===== config.mk =====
export PLATFORM = sky130hd
export DESIGN_NAME = ram_burst_writer_flat
export DESIGN_NICKNAME = d
export VERILOG_FILES = /design/src/rtl/ram_burst_writer_if.sv /design/src/rtl/ram_burst_writer.sv /design/src/flat_wrapper.sv
export SDC_FILE = /design/constraint.sdc
export NUM_CORES = 1
export LEC_CHECK = 0
export CORE_UTILIZATION = 55
export CTS_CLUSTER_SIZE = 8
export DETAILED_ROUTE_END_ITERATION = 7
export DONT_BUFFER_PORTS = 1
export PLACE_DENSITY = 0.67
export REMOVE_ABC_BUFFERS = 1
export SYNTH_ARGS = -nofsm -noshare
export SYNTH_HDL_FRONTEND = slang
export SYNTH_SLANG_ARGS = --single-unit

===== constraint.sdc =====
create_clock -name i_clk -period 5 [get_ports i_clk]
set_clock_uncertainty 0.2 [all_clocks]
set_input_delay 0 -clock i_clk [delete_from_list [all_inputs] [get_ports i_clk]]
set_output_delay 0 -clock i_clk [all_outputs]
set_load 0.02 [all_outputs]

===== src/rtl/ram_burst_writer_if.sv =====
// Stream-in / RAM-write-out bundle for ram_burst_writer.
// The engine takes the slave modport; the producer/RAM side takes master.
interface ram_burst_writer_if #(
  parameter int DATA_W = 8,
  parameter int ADDR_W = 8
);
  logic              i_valid;
  logic [DATA_W-1:0] i_data;
  logic              o_ready;
  logic              o_wr_en;
  logic [ADDR_W-1:0] o_addr;
  logic [DATA_W-1:0] o_data;

  modport slave (
    input  i_valid, i_data,
    output o_ready, o_wr_en, o_addr, o_data
  );

  modport master (
    output i_valid, i_data,
    input  o_ready, o_wr_en, o_addr, o_data
  );
endinterface


===== src/rtl/ram_burst_writer.sv =====
// Burst write engine: accepts i_len stream words, writes them to RAM at base+k.
// Define RAM_WR_WRAP_EN to drop the range check and let addresses wrap.
//
// state | meaning
// IDLE  | waiting for i_start
// RUN   | accepting beats, one registered write per accepted beat
// DRAIN | last write (or none) on the port; o_done/o_err issued next
module ram_burst_writer #(
  parameter int DATA_W = 8,
  parameter int ADDR_W = 8,
  parameter int LEN_W  = 8
) (
  input  logic               i_clk,
  input  logic               i_rst_n,
  input  logic               i_start,
  input  logic [ADDR_W-1:0]  i_base_addr,
  input  logic [LEN_W-1:0]   i_len,
  ram_burst_writer_if.slave  bus,
  output logic               o_busy,
  output logic               o_done,
  output logic               o_err,
  output logic [LEN_W-1:0]   o_count
);

  typedef enum logic [1:0] {IDLE, RUN, DRAIN} state_t;

  state_t            state_q;
  logic [LEN_W-1:0]  rem_q;
  logic [ADDR_W-1:0] ptr_q;
  logic              err_pend_q;
  logic              wr_en_q;
  logic [ADDR_W-1:0] addr_q;
  logic [DATA_W-1:0] data_q;
  logic              done_q;
  logic              err_q;
  logic [LEN_W-1:0]  count_q;
  logic              range_bad;

`ifdef RAM_WR_WRAP_EN
  assign range_bad = 1'b0;
`else
  // Widened so base+len can never overflow before the compare.
  localparam int SUM_W = ADDR_W + LEN_W + 1;
  logic [SUM_W-1:0] end_w;
  logic [SUM_W-1:0] lim_w;
  assign end_w     = SUM_W'(i_base_addr) + SUM_W'(i_len);
  assign lim_w     = SUM_W'(1) << ADDR_W;
  assign range_bad = (end_w > lim_w);
`endif

  assign bus.o_ready = (state_q == RUN);
  assign bus.o_wr_en = wr_en_q;
  assign bus.o_addr  = addr_q;
  assign bus.o_data  = data_q;
  assign o_busy      = (state_q != IDLE);
  assign o_done      = done_q;
  assign o_err       = err_q;
  assign o_count     = count_q;

  always_ff @(posedge i_clk or negedge i_rst_n) begin
    if (!i_rst_n) begin
      state_q    <= IDLE;
      rem_q      <= '0;
      ptr_q      <= '0;
      err_pend_q <= 1'b0;
      wr_en_q    <= 1'b0;
      addr_q     <= '0;
      data_q     <= '0;
      done_q     <= 1'b0;
      err_q      <= 1'b0;
      count_q    <= '0;
    end else begin
      wr_en_q <= 1'b0;
      done_q  <= 1'b0;
      err_q   <= 1'b0;
      case (state_q)
        IDLE: begin
          if (i_start) begin
            ptr_q      <= i_base_addr;
            rem_q      <= i_len;
            count_q    <= '0;
            err_pend_q <= range_bad;
            state_q    <= ((i_len != '0) && !range_bad) ? RUN : DRAIN;
          end
        end
        RUN: begin
          if (bus.i_valid) begin
            wr_en_q <= 1'b1;
            addr_q  <= ptr_q;
            data_q  <= bus.i_data;
            ptr_q   <= ptr_q + ADDR_W'(1);
            rem_q   <= rem_q - LEN_W'(1);
            count_q <= count_q + LEN_W'(1);
            if (rem_q == LEN_W'(1)) state_q <= DRAIN;
          end
        end
        DRAIN: begin
          done_q  <= 1'b1;
          err_q   <= err_pend_q;
          state_q <= IDLE;
        end
        default: state_q <= IDLE;
      endcase
    end
  end

endmodule


===== src/flat_wrapper.sv =====
// flat-port wrapper written by rule: the top's interface ports become plain ports
module ram_burst_writer_flat 
#(
  parameter int DATA_W = 8,
  parameter int ADDR_W = 8,
  parameter int LEN_W  = 8
)
  (i_clk, i_rst_n, i_start, i_base_addr, i_len, o_busy, o_done, o_err, o_count, bus_i_valid, bus_i_data, bus_o_ready, bus_o_wr_en, bus_o_addr, bus_o_data);
  ram_burst_writer_if #(.DATA_W(DATA_W), .ADDR_W(ADDR_W)) bus_i ();
  input  logic i_clk;
  input  logic i_rst_n;
  input  logic i_start;
  input  logic [ADDR_W-1:0] i_base_addr;
  input  logic [LEN_W-1:0] i_len;
  output logic o_busy;
  output logic o_done;
  output logic o_err;
  output logic [LEN_W-1:0] o_count;
  input wire logic [$bits(bus_i.i_valid)-1:0] bus_i_valid;
  input wire logic [$bits(bus_i.i_data)-1:0] bus_i_data;
  output wire logic [$bits(bus_i.o_ready)-1:0] bus_o_ready;
  output wire logic [$bits(bus_i.o_wr_en)-1:0] bus_o_wr_en;
  output wire logic [$bits(bus_i.o_addr)-1:0] bus_o_addr;
  output wire logic [$bits(bus_i.o_data)-1:0] bus_o_data;
  assign bus_i.i_valid = bus_i_valid;
  assign bus_i.i_data = bus_i_data;
  assign bus_o_ready = bus_i.o_ready;
  assign bus_o_wr_en = bus_i.o_wr_en;
  assign bus_o_addr = bus_i.o_addr;
  assign bus_o_data = bus_i.o_data;
  ram_burst_writer #(.DATA_W(DATA_W), .ADDR_W(ADDR_W), .LEN_W(LEN_W)) u_core (.i_clk(i_clk), .i_rst_n(i_rst_n), .i_start(i_start), .i_base_addr(i_base_addr), .i_len(i_len), .bus(bus_i), .o_busy(o_busy), .o_done(o_done), .o_err(o_err), .o_count(o_count));
endmodule

[After elaboration in Yosys (flattened, before gate mapping)]
Cells that the tools add are included.
Storage, ports and cells
  input port bits: 28
  logic and storage cells: 49
  bits in registers: 46
  output and inout port bits: 29
Cells by class
  eq/ne operators: 6
  reductions and logical operators: 10
  multiplexer cells: 18
  $lt $le $gt $ge: 1
  add/sub/neg operators: 4
Operator list (count)
  two-way mux 8 bit: 6
  case mux 8 bit (2 select lines): 3
  > comparator 17 x 9 -> 1 bit, second input constant: 1
  adder 8 x 1 -> 8 bit, second input constant: 2
  adder 8 x 8 -> 9 bit: 1
  == test 8 x 1 -> 1 bit, second input constant: 1
  two-way mux 2 bit: 4
  nonzero test 8 bit: 1
  subtractor 8 x 1 -> 8 bit, second input constant: 1
  AND reduction 3 bit: 2
  two-way mux 1 bit: 4
  != test 2 bit, second input constant: 2
  case mux 2 bit (2 select lines): 1
  AND reduction 2 bit: 2
  nonzero test 2 bit: 2
  == test 2 x 1 -> 1 bit, second input constant: 1
  == test 2 bit, second input constant: 1
  logical NOT 2 bit: 1
  != test 2 x 1 -> 1 bit, second input constant: 1
  logical AND 1 bit: 1
  logical NOT 1 bit: 1

[Longest topological paths before layout]
  depth after elaboration: 7
  mapped depth: 10

[Worst setup path after synthesis]
OpenSTA, ideal clock, no wires.
  path type: in2reg
  from: in i_base_addr[0]
  to: reg u_core.err_pend_q
  data required time: 4675 ps
  stages on the path: 8
  setup time: 125 ps
  path slack: 2864 ps
  data arrival time: 1811 ps
  path through: ha_1 > fa_1 > a21o_1 > a221oi_2 > xnor2_1 > nor4_2 > a31oi_1 > mux2_4
Between the ends
  word-level cells in the longest chain between the ends: 2
RTL lines
  start: declaration: RTL line flat_wrapper.sv:13  | input logic [ADDR_W-1:0] i_base_addr;
  adder 8 x 8 -> 9 bit: RTL line ram_burst_writer.sv:46  | assign end_w = SUM_W'(i_base_addr) + SUM_W'(i_len);
  > comparator 17 x 9 -> 1 bit: RTL line ram_burst_writer.sv:48  | assign range_bad = (end_w > lim_w);
  end signal: assignment: RTL line ram_burst_writer.sv:82  | err_pend_q <= range_bad;
  end: declaration: RTL line ram_burst_writer.sv:30  | logic err_pend_q;
No other way between the ends.
A chain may end at the register's enable or synchronous reset.

[Worst setup path after layout]
  from: reg u_core.state_q[1]
  to: reg u_core.rem_q[0]
Between the ends
  word-level cells in the longest chain between the ends: 3
  elaborated cells on any way between the ends: 7
  classes of those cells: 3 x eq/ne; 1 x mux; 3 x reduce/logical
RTL lines
  start: declaration: RTL line ram_burst_writer.sv:27  | state_t state_q;
  start signal: assignment: RTL line ram_burst_writer.sv:83  | state_q <= ((i_len != '0) && !range_bad) ? RUN : DRAIN;
  == test 2 x 1 -> 1 bit *
  named net bus_o_ready: RTL line flat_wrapper.sv:21  | output wire logic [$bits(bus_i.o_ready)-1:0] bus_o_ready;
  != test 2 bit (no source line) or nonzero test 2 bit (tied branches)
  AND reduction 3 bit (no source line)
  end signal: assignment: RTL line ram_burst_writer.sv:80  | rem_q <= i_len;
  end signal: assignment: RTL line ram_burst_writer.sv:92  | rem_q <= rem_q - LEN_W'(1);
  end: declaration: RTL line ram_burst_writer.sv:28  | logic [LEN_W-1:0] rem_q;
The timed path passes the listed nets; every way through them passes the cells marked *.

==> flow_metrics.tcl <==
set metrics [dict create \
    postSynthAreaPerCell_um2 9.46 \
    via_count 2036 \
    yosysMostFrequentCell "dfrtp_1" \
    numCtsBuffers 5 \
    p_sw_share_pct 43.2 \
    max-cap-violations 0 \
    setup_viol 0 \
    start_util_pct 56.9 \
    min_path_type "input pin to async pin" \
    cts_tree "yes" \
    power_per_cell_area_nw_per_um2 545 \
    synth-seq-cells 46 \
    cts-root-buf "clkbuf_8" \
    crit_path_end_kind "flop" \
    route.detailed.drc 0 \
    cts_hold_buf 31 \
    final_cell_area_um2 2960 \
    drive_above_1_share_pct 9.86 \
    cts_setup_buffers 0 \
    synth.distinct_cells 47 \
    ys_warn_count 0 \
    path_class "flop to flop" \
    synth-edff-count 0 \
    synthToLayoutAreaGrowth_pct 19.5 \
    synth_commonest_cells "46 x dfrtp_1, 42 x nand2_1, 23 x nor2_1, 19 x a21oi_1, 19 x o21ai_0" \
    dieArea_um2 4780 \
    arrival_ps 3300 \
    dpl_worst_slack_ps 1760 \
    die_h_um 69.1 \
    grt_max_degree 47 \
    n_antenna_cell 0 \
    fin_util_pct 68.0 \
    htree_levels 2 \
    syn-cell-area_um2 2480 \
    antenna_found_initial 0 \
    grt_pass1_wl_um 9720 \
    layout_min_cycle_time_ps 3320 \
    synth_top_area_share_pct 46.5 \
    track_usage_pct 25.5 \
    clock-sinks 46 \
    placementRows 24 \
    report.final.slew_viol_count 0 \
    synth_flop_cell "dfrtp_1" \
    path_max_fanout 26 \
    dr.pass1.iters 4 \
    path_clk_slew_ps 80 \
    synth-async-reset-ratio_pct 100 \
    clk_latency_ps 290 \
    place_congestion 0.843 \
    p_int_uw 916 \
    die_w_um 69.1 \
    drt_first_iter_violations 81 \
    portBuffers 0 \
    synth_area_leaders "dfrtp_1 46%, nand2_1 6.4%, ha_1 6.1%, mux2_2 4.5%, a21oi_1 3.8%" \
    syn_inst 262 \
    max_freq_mhz 301 \
    ctsResizeCount 0 \
    nets 334 \
    via_per_inst 5.88 \
    hold_violations 0 \
    wl_per_cell_um 16.4 \
    seqPwrFrac_pct 47.3 \
    overflow 0 \
    power_leakage_uw 0.00131 \
    postRouteAntennaNets 0 \
    clockPowerShare_pct 16.8 \
    routed_wl_um 5690 \
    pin_count 57 \
    grt_pass1_vias 1967 \
    seq_area_frac_synth_pct 46.5 \
    hpwl_um 3750 \
    finalCritPeriodShare_pct 66.4 \
    crit_path_start_kind "flop" \
    required_ps 4980 \
    p_switching_uw 697 \
    worstMarginPinSlew_ps 877 \
    status "finished, final reports clean" \
    clockBufferDepth 2 \
    synth_top_cell_by_area "dfrtp_1" \
    peakVddDrop_mv 0.253 \
    fin_tns_setup_ps 0 \
    fin_ws_ps 1680 \
    pwr-share-comb_pct 35.9 \
    slew_headroom_pct 41.5 \
    dpl_cell_area_um2 2520 \
    rsz0062_at_grt "no" \
    coreArea_um2 4350 \
]
## state kept, by name, indices dropped and copies added, names as in the netlist
name and count:
u_core.o_count 8, u_core.bus.o_data 8, u_core.bus.o_addr 8, u_core.bus.o_wr_en 1
u_core.ptr_q 8, u_core.rem_q 8, u_core.err_pend_q 1, u_core.o_done 1
u_core.state_q 2, u_core.o_err 1
## layout by cell type, fill, tap and decap left out, types with 4 or more instances in the layout
master,instances
xor2_1,6
a21oi_1,19
dlygate4sd3_1,30
dfrtp_1,46
clkbuf_8,5
ha_1,12
nand2_1,42
inv_1,4
nand3_1,11
mux2_2,10
nor2_1,23
nor3_1,7
o21ai_0,19
## per-stage QoR
stage,hold WS (ps),power (uW),instances
after floorplan,-496,1150,252
after global placement,-495,1280,307
after detailed placement,-495,1300,307
after CTS,44.6,1610,346
after global routing,42.8,1740,346
final,27.3,1610,346
## area by class of cell
class | count | area (um^2)
inverters | 5 | 18.8
multi-input cells | 201 | 1270
fillers | 344 | 1390
flip-flops and latches | 46 | 1150
clock buffers | 6 | 72.6
clock inverters | 2 | 37.5
well taps | 52 | 65.1
repair buffers | 34 | 350
## worst paths after layout
path,start,endpoint,slack (ps),cells past startpoint
worst min register to register,u_core.err_pend_q,u_core.o_err,290,1
worst max register to register,u_core.state_q[1],u_core.rem_q[0],1680,10
worst max-delay path,u_core.state_q[1],u_core.rem_q[0],1680,10
worst min-delay path,i_rst_n,u_core.ptr_q[2],30,2
max in group asynchronous,i_rst_n,u_core.bus.o_addr[3],4370,2
min in group i_clk,bus_i_valid,u_core.ptr_q[1],100,3
## critical path, stage by stage (launching register included)
cell	delay (ps)
dfrtp_1	380
nand2b_1	700
inv_1	90
buf_4	250
nand2_1	330
inv_2	250
nor2_1	450
buf_4	280
nor3_1	60
a21oi_1	150
nand2_1	60
## metal layers
layer	share of wire (%)	GRT usage [%]	vias up
met5	0	0	-
met4	1.4	8.84	0
met3	7.3	8.04	10
met2	46	37.9	78
met1	46	35.1	951
li1	-	-	997
## power by group through the flow
stage | sequential, uW | clock [uW] | combinational (uW)
final | 763 | 271 | 580
after global routing | 785 | 295 | 656
after CTS | 757 | 277 | 574
after detailed placement | 764 | 0 | 533
after global placement | 762 | 0 | 522
after floorplan | 726 | 0 | 426
## cells by family (layout without fill, tap and decap cells)
group	count (synthesis)	in the layout	share of synthesized area (%)
XOR/XNOR	9	9	3.18
flip-flops	46	46	46.5
AND/OR/NAND/NOR	102	102	18.9
adder cells (fa/ha/maj)	13	13	6.87
AO/OA/AOI/OAI	63	63	15.8
multiplexers	14	14	6.36
buffers and inverters	15	47	2.42
(Power assumes the default switching activity.)
